## src/rtl/arb_req_agent.sv

```systemverilog
// Requester-side agent: per-client FIFOs feed an external combinational arbiter; granted head goes to one valid/ready output.
// Optional ARB_AGENT_GNT_CHECK_EN: illegal grants are ignored and latch a sticky err flag.
module arb_req_agent #(
    parameter int N     = 8,
    parameter int DW    = 32,
    parameter int DEPTH = 4
) (
    input  logic                 clk,
    input  logic                 rst,
    input  logic [N-1:0]         in_valid,
    input  logic [N*DW-1:0]      in_data,
    output logic [N-1:0]         in_ready,
    output logic [N-1:0]         req,
    input  logic [N-1:0]         gnt,
    output logic                 out_valid,
    output logic [DW-1:0]        out_data,
    output logic [$clog2(N)-1:0] out_src,
    input  logic                 out_ready,
    output logic                 err
);

    localparam int PW = $clog2(DEPTH);
    localparam int CW = PW + 1;
    localparam int SW = $clog2(N);
    localparam logic [N-1:0]  ONE_N = {{(N-1){1'b0}}, 1'b1};
    localparam logic [CW-1:0] FULL  = CW'(DEPTH);

    logic [DW-1:0] mem_q    [N][DEPTH];
    logic [PW-1:0] wr_ptr_q [N];
    logic [PW-1:0] rd_ptr_q [N];
    logic [CW-1:0] cnt_q    [N];

    logic          out_valid_q, out_valid_d;
    logic [DW-1:0] out_data_q, out_data_d;
    logic [SW-1:0] out_src_q, out_src_d;

    logic          accept;
    logic [N-1:0]  nonempty;
    logic [N-1:0]  push;
    logic [N-1:0]  pop;
    logic          grant_vld;
    logic [SW-1:0] grant_src;
    logic [DW-1:0] grant_data;

    always_comb begin
        accept = !out_valid_q || out_ready;
        for (int i = 0; i < N; i++) begin
            in_ready[i] = (cnt_q[i] != FULL);
            nonempty[i] = (cnt_q[i] != '0);
        end
        req  = nonempty & {N{accept}};
        push = in_valid & in_ready;
    end

`ifdef ARB_AGENT_GNT_CHECK_EN
    logic gnt_onehot, gnt_legal, gnt_illegal, err_q;

    always_comb begin
        gnt_onehot  = (gnt != '0) && ((gnt & (gnt - ONE_N)) == '0);
        gnt_legal   = gnt_onehot && ((gnt & ~req) == '0);
        gnt_illegal = (gnt != '0) && !gnt_legal;
        pop         = gnt_legal ? gnt : '0;
    end

    always_ff @(posedge clk or posedge rst) begin
        if (rst) begin
            err_q <= 1'b0;
        end else if (gnt_illegal) begin
            err_q <= 1'b1;
        end
    end

    assign err = err_q;
`else
    logic [N-1:0] gnt_eff;

    // Multi-hot grants resolve to the lowest set bit, same as the fixed-priority arbiter.
    always_comb begin
        gnt_eff = gnt & req;
        pop     = gnt_eff & (~gnt_eff + ONE_N);
    end

    assign err = 1'b0;
`endif

    always_comb begin
        grant_vld  = (pop != '0);
        grant_src  = '0;
        grant_data = '0;
        for (int i = 0; i < N; i++) begin
            if (pop[i]) begin
                grant_src  = SW'(i);
                grant_data = mem_q[i][rd_ptr_q[i]];
            end
        end
    end

    always_comb begin
        out_valid_d = out_valid_q;
        out_data_d  = out_data_q;
        out_src_d   = out_src_q;
        if (accept) begin
            out_valid_d = grant_vld;
            if (grant_vld) begin
                out_data_d = grant_data;
                out_src_d  = grant_src;
            end
        end
    end

    always_ff @(posedge clk) begin
        for (int i = 0; i < N; i++) begin
            if (push[i]) begin
                mem_q[i][wr_ptr_q[i]] <= in_data[i*DW +: DW];
            end
        end
    end

    always_ff @(posedge clk or posedge rst) begin
        if (rst) begin
            for (int i = 0; i < N; i++) begin
                wr_ptr_q[i] <= '0;
                rd_ptr_q[i] <= '0;
                cnt_q[i]    <= '0;
            end
        end else begin
            for (int i = 0; i < N; i++) begin
                if (push[i]) begin
                    wr_ptr_q[i] <= wr_ptr_q[i] + PW'(1);
                end
                if (pop[i]) begin
                    rd_ptr_q[i] <= rd_ptr_q[i] + PW'(1);
                end
                cnt_q[i] <= cnt_q[i] + CW'(push[i]) - CW'(pop[i]);
            end
        end
    end

    always_ff @(posedge clk or posedge rst) begin
        if (rst) begin
            out_valid_q <= 1'b0;
            out_data_q  <= '0;
            out_src_q   <= '0;
        end else begin
            out_valid_q <= out_valid_d;
            out_data_q  <= out_data_d;
            out_src_q   <= out_src_d;
        end
    end

    assign out_valid = out_valid_q;
    assign out_data  = out_data_q;
    assign out_src   = out_src_q;

endmodule

```

## config.mk

```make
export PLATFORM = sky130hd
export DESIGN_NAME = arb_req_agent
export DESIGN_NICKNAME = d
export VERILOG_FILES = /design/src/rtl/arb_req_agent.sv
export SDC_FILE = /design/constraint.sdc
export NUM_CORES = 1
export LEC_CHECK = 0
export ABC_CLOCK_PERIOD_IN_PS = 3400
export CAP_MARGIN = 20
export CORE_ASPECT_RATIO = 0.75
export CORE_UTILIZATION = 31
export DETAILED_ROUTE_END_ITERATION = 10
export GPL_ROUTABILITY_DRIVEN = 0
export SLEW_MARGIN = 10
export SYNTH_ARGS = -nofsm -noshare
export SYNTH_HDL_FRONTEND = slang
export SYNTH_SLANG_ARGS = --single-unit
```

## constraint.sdc

```tcl
create_clock -name clk -period 3.4 [get_ports clk]
set_clock_uncertainty 0.1 [all_clocks]
set_input_delay 0.68 -clock clk [delete_from_list [all_inputs] [get_ports clk]]
set_output_delay 0.68 -clock clk [all_outputs]
set_load 0.02 [all_outputs]
```

### Word-level counts from Yosys, hierarchy flattened

Memories as Yosys holds them, arrays and structs flattened.
Index checks and enable logic that the tools add are counted.
W data, S select, Z words.

* output and inout bits: 53
* register bits: 92
* bits in writable memories: 1024
* input port bits: 275
* memories: 1
* word-level logic and storage cells: 205

* bitwise gates (word level): 21
* muxes and demuxes: 71
* reduce and logical (&&, ||, !) cells: 20
* magnitude comparators: 24
* add/subtract/negate cells: 33
* equal/unequal tests: 8

Memory list
* mem_q: depth 8, bits a word 128, rd ports 8, clocked after Yosys merged registers in 0, wr ports 8, line 28 `logic [DW-1:0] mem_q [N][DEPTH];`

Operator list (number)
* $mux W128: 8
* $mux W32: 32
* $bmux W32 S2: 8
* $demux W32 S2: 8
* $ge A3 B3 Y1 const B: 16
* $not A2 Y3: 16
* $add A2 B1 Y2 const B: 16
* $and A8 B8 Y8: 4
* $add A3 B1 Y3: 8
* $lt A3 B1 Y1 const B: 8
* $ne A3 B3 Y1 const B: 8
* $reduce_bool A3 Y1: 8
* $sub A3 B1 Y3: 8
* $mux W3: 6
* $mux W1: 9
* $add A8 B1 Y8 const B: 1
* $logic_and A1 B1 Y1: 8
* $not A8 Y8: 1
* $reduce_bool A8 Y1: 1
* $reduce_and A2 Y1: 1
* $logic_not A1 Y1: 1
* $logic_or A1 B1 Y1: 1

### Logic depth before layout (Yosys ltp)

Gate-level depths: netlist of run 1.

* word-level depth: 15
* gate-level depth with buffers: 13
* gate-level depth less buffers: 11

### Worst setup path after synthesis of run 1

Ideal clock, no wire load.

* kind: input -> register
* start: input out_ready
* end: register cnt_q[11] (netlist bit)
* required time: 3177 ps
* cell stages on the path: 13
* setup time: 123 ps
* path slack: 379 ps
* buffers on the path: 3
* data arrival time: 2798 ps
* path through: nor2b_1 > buf_6 > or3_4 > nand4_2 > buf_6 > buf_6 > nor2_1 > ha_1 > inv_1 > ha_1 > fa_1 > xnor2_1 > xnor2_1

* cells in the longest elaborated chain, start to end: 7

RTL lines
* start, declared: line 18 `input logic out_ready,`
* $logic_or A1 B1 Y1 *: line 46 `accept = !out_valid_q || out_ready;`
* $and A8 B8 Y8 *: line 51 `req = nonempty & {N{accept}};`
* $and A8 B8 Y8 *: line 79 `gnt_eff = gnt & req;`
* $not A8 Y8: line 80 `pop = gnt_eff & (~gnt_eff + ONE_N);`
* $add A8 B1 Y8: line 80
* $and A8 B8 Y8 *: line 80
* named net pop[4]: line 40 `logic [N-1:0] pop;`
* $sub A3 B1 Y3 *: line 134 `cnt_q[i] <= cnt_q[i] + CW'(push[i]) - CW'(pop[i]);`
* end signal, assigned by index: line 134
* end, declared: line 31 `logic [CW-1:0] cnt_q [N];`

The timed path passes the listed nets; every way through them passes the cells marked *.
A chain may end at the register's enable or synchronous reset.

### Worst setup path after layout of run 1

* start: register cnt_q[22] (netlist bit)
* end: output req[0]

* cells in the longest elaborated chain, start to end: 2

RTL lines
* $reduce_bool A3 Y1: line 49 `nonempty[i] = (cnt_q[i] != '0);`
* $and A8 B8 Y8: line 51
* end, declared: line 13 `output logic [N-1:0] req,`

Every way passes these cells.

==> results of run 1 <==
==> routing by layer <==
metal	global-route usage [%]	wire, um
met3	4.345	9231
met4	7.930	5570
met2	27.70	60110
met1	22.40	48210
met5	0	222
==> state kept, by name, summed over array words and instances, names as in the netlist <==
signal     count
rd_ptr_q      16
cnt_q         24
out_data      32
wr_ptr_q      16
mem_q       1024
out_src        3
out_valid      1
==> cells by family (layout without fill, tap and decap cells) <==
kind of cell / count (synthesis) / count (layout) / synth area share (%)
AND/OR/NAND/NOR: 190 / 190 / 2.388
multiplexers: 256 / 256 / 13.27
buffers and inverters: 160 / 712 / 1.861
XOR/XNOR: 41 / 41 / 0.8267
adder cells (fa/ha/maj): 55 / 55 / 1.723
AO/OA/AOI/OAI: 205 / 205 / 3.823
flip-flops: 1116 / 1116 / 76.10
other: 1 / 16 / 0.008634
==> power groups by stage <==
stage | Combinational (mW) | Clock (mW) | Sequential [mW]
after floorplan | 8.29 | 0 | 19.4
after detailed placement | 14.1 | 0 | 20.1
after CTS | 14.2 | 12.5 | 19.8
after global routing | 14.7 | 13.0 | 20.0
final | 14.0 | 12.2 | 19.7
after global placement | 14.0 | 0 | 19.9
==> Yosys cell counts, types with 13 or more instances <==
| master | instances | area share (%) |
|---|---|---|
| buf_2 | 40 | 0.46 |
| and3_1 | 34 | 0.49 |
| a22o_1 | 33 | 0.67 |
| buf_4 | 13 | 0.22 |
| o22ai_1 | 32 | 0.46 |
| dfrtp_1 | 92 | 5.3 |
| a211oi_1 | 25 | 0.43 |
| xnor2_1 | 31 | 0.63 |
| nand2_1 | 31 | 0.27 |
| ha_1 | 47 | 1.4 |
| nor2_1 | 17 | 0.15 |
| a22oi_1 | 50 | 0.86 |
| clkbuf_1 | 42 | 0.36 |
| edfxtp_1 | 1024 | 71 |
| nor3_1 | 63 | 0.73 |
| o211ai_2 | 20 | 0.58 |
| inv_1 | 49 | 0.42 |
| mux4_2 | 256 | 13 |
==> cell type report <==
type | count | area [um^2] | share of cell area [%]
Clock buffer | 135 | 2887 | 5.408
Sequential cell | 1116 | 33060 | 61.94
Clock inverter | 74 | 802.0 | 1.503
Tap cell | 1860 | 2327 | 4.360
Antenna cell | 15 | 37.54 | 0.07032
Timing Repair Buffer | 454 | 4492 | 8.415
Multi-Input combinational cell | 748 | 9583 | 17.95
Inverter | 49 | 186.4 | 0.3493
==> worst min path at each step <==
| stage | from | end | slack, ns | cells after the start |
|---|---|---|---|---|
| floorplan | cnt_q[17] | cnt_q[17] | 0.37 | 1 |
| global placement | out_src[0] | out_src[0] | 0.37 | 2 |
| detailed placement | out_src[0] | out_src[0] | 0.39 | 2 |
| CTS | rst | out_data[28] | 0.39 | 2 |
| global route | out_data[18] | out_data[18] | 0.43 | 1 |
| finish | rst | out_data[29] | 0.40 | 2 |
==> placed cells by master (no fill, tap or decap), types with 33 or more instances in the layout <==
| cell | n |
|---|---|
| a22o_1 | 33 |
| a22oi_1 | 50 |
| and3_1 | 34 |
| buf_4 | 109 |
| clkbuf_16 | 110 |
| clkdlybuf4s50_1 | 323 |
| dfrtp_1 | 84 |
| edfxtp_1 | 1024 |
| ha_1 | 47 |
| inv_1 | 48 |
| mux4_2 | 256 |
| nor3_1 | 63 |
==> critical path: cells and delay by family (launching register included) <==
family,cells,cell delay [ns]
simple gates,2,0.83
buf+inv,1,0.61
flops,1,0.40
==> results.md, run 1 <==
- Status: finished clean
- # rows: 118
- Clock latency on the worst-skew pair: around 0.74 ns
- Critical path peak fanout: 3
- Die Width: approximately 430 um
- Post-route setup slack: around 0.029 ns
- # port buffers: 326
- Root Buffer: clkbuf_16
- CTS tree: done
- # IOs: 328
- Final setup vio count: 0
- Fin area: between 50,000 and 60,000 um^2
- Layout cells sized above 1: 23.25%
- Critical path type: reg -> out
- Slew @ Worst Pin: 0.9439 ns
- Max-slew violation count: 0
- Sw Ratio: 32.05%
- Final setup TNS: 0 ns
- Switching pwr: approximately 15 mW
- # DRC: 0
- Cell total after placement: about 4,200
- Clk sink count: roughly 1,100
- Post-CTS Resized: 0
- Core ar.: 138,500 um^2
- Critical path endpoint: req[0]
- RR Endpoint: cnt_q[2]
- Worst setup EP type: output port
- Max-Cap Viols: 0
- Non-Filler Instances: 4,451
- # Post-CTS Setup Buffers: 0
- Via count: 22,341
- Worst-path clk slew: ~0.07 ns
- CTS Hold Bufs: 0
- Area after DPL: just under 50,000 um^2
- Syn_area_per_cell: approximately 21 um^2
- Grt total ovfl: 0
- Leakage power: 17.54 nW
- Crit path DAT: 2.59 ns
- Longest Clk Path Bufs: 3
- Max incr delay on CP: 0.61 ns
- CP startpoint: cnt_q[22]
- Hpwl dp: roughly 90 mm
- Async SR Flop Fraction: 8.244%
- Reg-to-Reg Start: cnt_q[22]
- Mapped Nets: 2,354
- Combinational power share: roughly 31%
- Starting Density: about a third
- WL final: approximately 120 mm
- Sequential share of the synthesized area: about three quarters
- Pwr/cell area: approximately 860 nW/um^2
- Fmax: approximately 0.30 GHz
- Number of synthesized flops with an enable pin: around 1,000
- Die area: approximately 140,000 um^2
- Total power: approximately 46 mW
- Largest net degree at the start of global routing: 39
- H-tree levels: 3
- Fill cells: approximately 12,000
- Synthesized netlist cell count: between 2,000 and 2,500
- FF+latch count, synth: 1,116
- Initial antenna violation count: 44
- Peak supply drop: between 0.4 and 0.5 mV
- Routed wire length per instance: between 20 and 30 um
- Crit-path cells: nor3_1 > nor2_1 > clkdlybuf4s50_1
- Critical Path RT: around 2.6 ns
- Period utilisation layout: between 90% and 100%
- Via density: 5.019
- Startpoint types: flip-flop
- R2R depth: 9
- Clock share of power: between 20% and 30%
- Seq pwr share: a little over two fifths
- Post-route ant nets: 0
- Yosys cell types: 53
- Max-slew headroom: a little under two fifths
- Util after Layout: approximately 39%
- Number of DRC markers in iteration 0: approximately 2,200
- RSZ-0062 raised after global routing: no
- Minimum clock period: roughly 3.4 ns
- Final nets: about 2,800
- Internal power: between 30 and 40 mW
- Drt first pass iters: 5
- HP Class: in -> async
- Top_reg_cell synth: edfxtp_1
- Pre-CTS setup slack: -0.3829 ns
- Synth warnings: 0
- Hold slack: ~0.4 ns
- Die H: ~330 um
- Netlist Area Pre-Place: roughly 43,000 um^2
- Area Overhead vs Synth: 22.89%
- First-pass GRT wire length: about 170 mm
- CP max stage cell: clkdlybuf4s50_1
- Vias in the first global route: around 23,000
- Num CTS Buffers: 110
- Hold Vio Cnt, Final: 0
- Global-route usage over all layers: around 17%
- Reg-to-reg slack, setup: approximately 0.17 ns
Power figures use the tool's default switching activity.
==> inputs of run 2 (changes only) <==
--- a/config.mk
+++ b/config.mk
@@ -8,7 +8,7 @@
 export ABC_CLOCK_PERIOD_IN_PS = 3400
 export CAP_MARGIN = 20
 export CORE_ASPECT_RATIO = 0.75
-export CORE_UTILIZATION = 31
+export CORE_UTILIZATION = 45
 export DETAILED_ROUTE_END_ITERATION = 10
 export GPL_ROUTABILITY_DRIVEN = 0
 export SLEW_MARGIN = 10
==> run 2 against run 1 <==
Net effect: flip-flop and latch count unchanged; final area is 1.4% lower; combinational power barely moved; maximum frequency grew 0.97%; worst setup slack better by 0.032 ns; core utilization increased by 17 points; sequential power is essentially flat.
==> results.md, run 2 (synthesis results as in run 1) <==
- Status: finished clean
- Final setup TNS: 0 ns (unchanged)
- Hpwl dp: 80.26 mm (-11%)
- Longest Clk Path Bufs: 3 (unchanged)
- Num CTS Buffers: 108 (-1.8%)
- Routed wire length per instance: 29.53 um (+6.5%)
- Max-slew violation count: 0 (unchanged)
- Period utilisation layout: 98.20% (-0.95 points)
- Cell total after placement: 3,654 (-14%)
- # rows: 98 (-17%)
- Die Width: 360.7 um (-17%)
- Critical Path RT: 2.62 ns (about the same)
- Via density: 5.764 (+15%)
- Critical path type: reg -> out
- Max FFs per register: 1,024 (unchanged)
- Grt total ovfl: 0 (unchanged)
- Largest net degree at the start of global routing: 53 (+36%)
- Core ar.: 95,520 um^2 (-31%)
- Global-route usage over all layers: 23.42% (+6.0 points)
- Vias in the first global route: 22,553 (-2.5%)
- # IOs: 328 (unchanged)
- Most common cell after layout, fill and taps aside: edfxtp_1
- Fill cells: 7,251 (-42%)
- Pre-CTS setup slack: -0.1410 ns (+0.2420 ns)
- Layout cells sized above 1: 23.99% (+0.74 points)
- Starting Density: 45.47% (+14 points)
- Total power: 45.45 mW (-1.1%)
- Post-route setup slack: 0.06127 ns (+0.03239 ns)
- WL final: 114.0 mm (-7.6%)
- # port buffers: 326 (unchanged)
- Die H: 271.1 um (-17%)
- Final setup vio count: 0 (unchanged)
- Fmax: 0.2995 GHz (+0.97%)
- Area after DPL: 49,210 um^2 (-0.89%)
- Slew @ Worst Pin: 0.8711 ns (-0.07277 ns)
- Hold Vio Cnt, Final: 0 (unchanged)
- Most frequent cells in the layout: 1,024 x edfxtp_1, 325 x clkdlybuf4s50_1, 256 x mux4_2
- Drt first pass iters: 5 (unchanged)
- RSZ-0062 raised after global routing: no
- Critical path peak fanout: 5 (+2)
- Number of DRC markers in iteration 0: 2,206 (-0.68%)
- First-pass GRT wire length: 162.0 mm (-6.7%)
- Startpoint types: flip-flop
- Pwr/cell area: 863.6 nW/um^2 (+0.29%)
- Clock latency on the worst-skew pair: 0.68 ns (-0.06 ns)
- Worst setup EP type: output port
- Die area: 97,780 um^2 (-31%)
- Crit path DAT: 2.56 ns (-0.03 ns)
- Max-Cap Viols: 0 (unchanged)
- Root Buffer: clkbuf_16
- # DRC: 0 (unchanged)
- Leakage power: 17.61 nW (+0.40%)
- Post-CTS Resized: 0 (unchanged)
- Fin area: 52,620 um^2 (-1.4%)
- Via count: 22,249 (-0.41%)
- Clk sink count: 1,116 (unchanged)
- Non-Filler Instances: 3,860 (-13%)
- HP Class: in -> async
- Initial antenna violation count: 13 (-70%)
- Post-route ant nets: 0 (unchanged)
- CTS tree: done
- CTS Hold Bufs: 0 (unchanged)
- # Post-CTS Setup Buffers: 0 (unchanged)
- Max-slew headroom: 41.93% (+5.2 points)
- Peak supply drop: 0.5122 mV (+12%)
- Area Overhead vs Synth: 21.15%
- Worst-path clk slew: 0.06 ns (about the same)
- Minimum clock period: 3.339 ns (-0.03239 ns)
- Final nets: 2,844 (+1.2%)
- H-tree levels: 3 (unchanged)
run 2: layer usage:
metal  GRT usage (%)  share of wire (%)  wire length [um]
met1           35.23                 44             50300
met2           34.11                 45             50960
met3           6.216                9.1             10320
met4           5.588                2.0              2286
met5               0              0.089               101
run 2: worst paths after layout:
path                                     end      start  slack, ns  cells after the start
worst max-delay path                  req[7]  out_valid       0.06                      5
worst min-delay path            wr_ptr_q[13]        rst       0.26                      2
worst max register to register      cnt_q[2]  cnt_q[13]       0.41                     10
worst min register to register     cnt_q[17]  cnt_q[17]       0.42                      1
max in group asynchronous        rd_ptr_q[4]        rst       2.25                      3
min in group clk                   cnt_q[17]  cnt_q[17]       0.42                      1
run 2: cell type report:
type	instances	area [um^2]	area share (%)
Clock inverter	73	599.3	1.139
Clock buffer	128	2799	5.319
Inverter	49	186.4	0.3543
Multi-Input combinational cell	748	9585	18.22
Tap cell	1250	1564	2.972
Antenna cell	5	12.51	0.02378
Sequential cell	1116	33060	62.83
Timing Repair Buffer	491	4812	9.145
run 2: power breakdown:
group	switching [mW]	internal, mW
Clock	5.14	6.37
Sequential	1.57	18.3
Combinational	7.84	6.26
Total	14.5	30.9
run 2: stage by stage:
step           hold WS, ns  util (%)
5_1_grt             0.2669     55.08
4_1_cts             0.2387     55.08
2_1_floorplan       0.3686         -
3_3_place_gp        0.3831     51.52
6_report            0.2592     55.09
3_5_place_dp        0.3972     51.52
run 2: worst max-delay path, stage by stage (launching register included):
cell and delay [ns]:
dfrtp_1 0.48, nor2b_2 0.24, buf_4 0.17, nor2_1 0.21, buf_4 0.18, clkdlybuf4s50_1 0.60
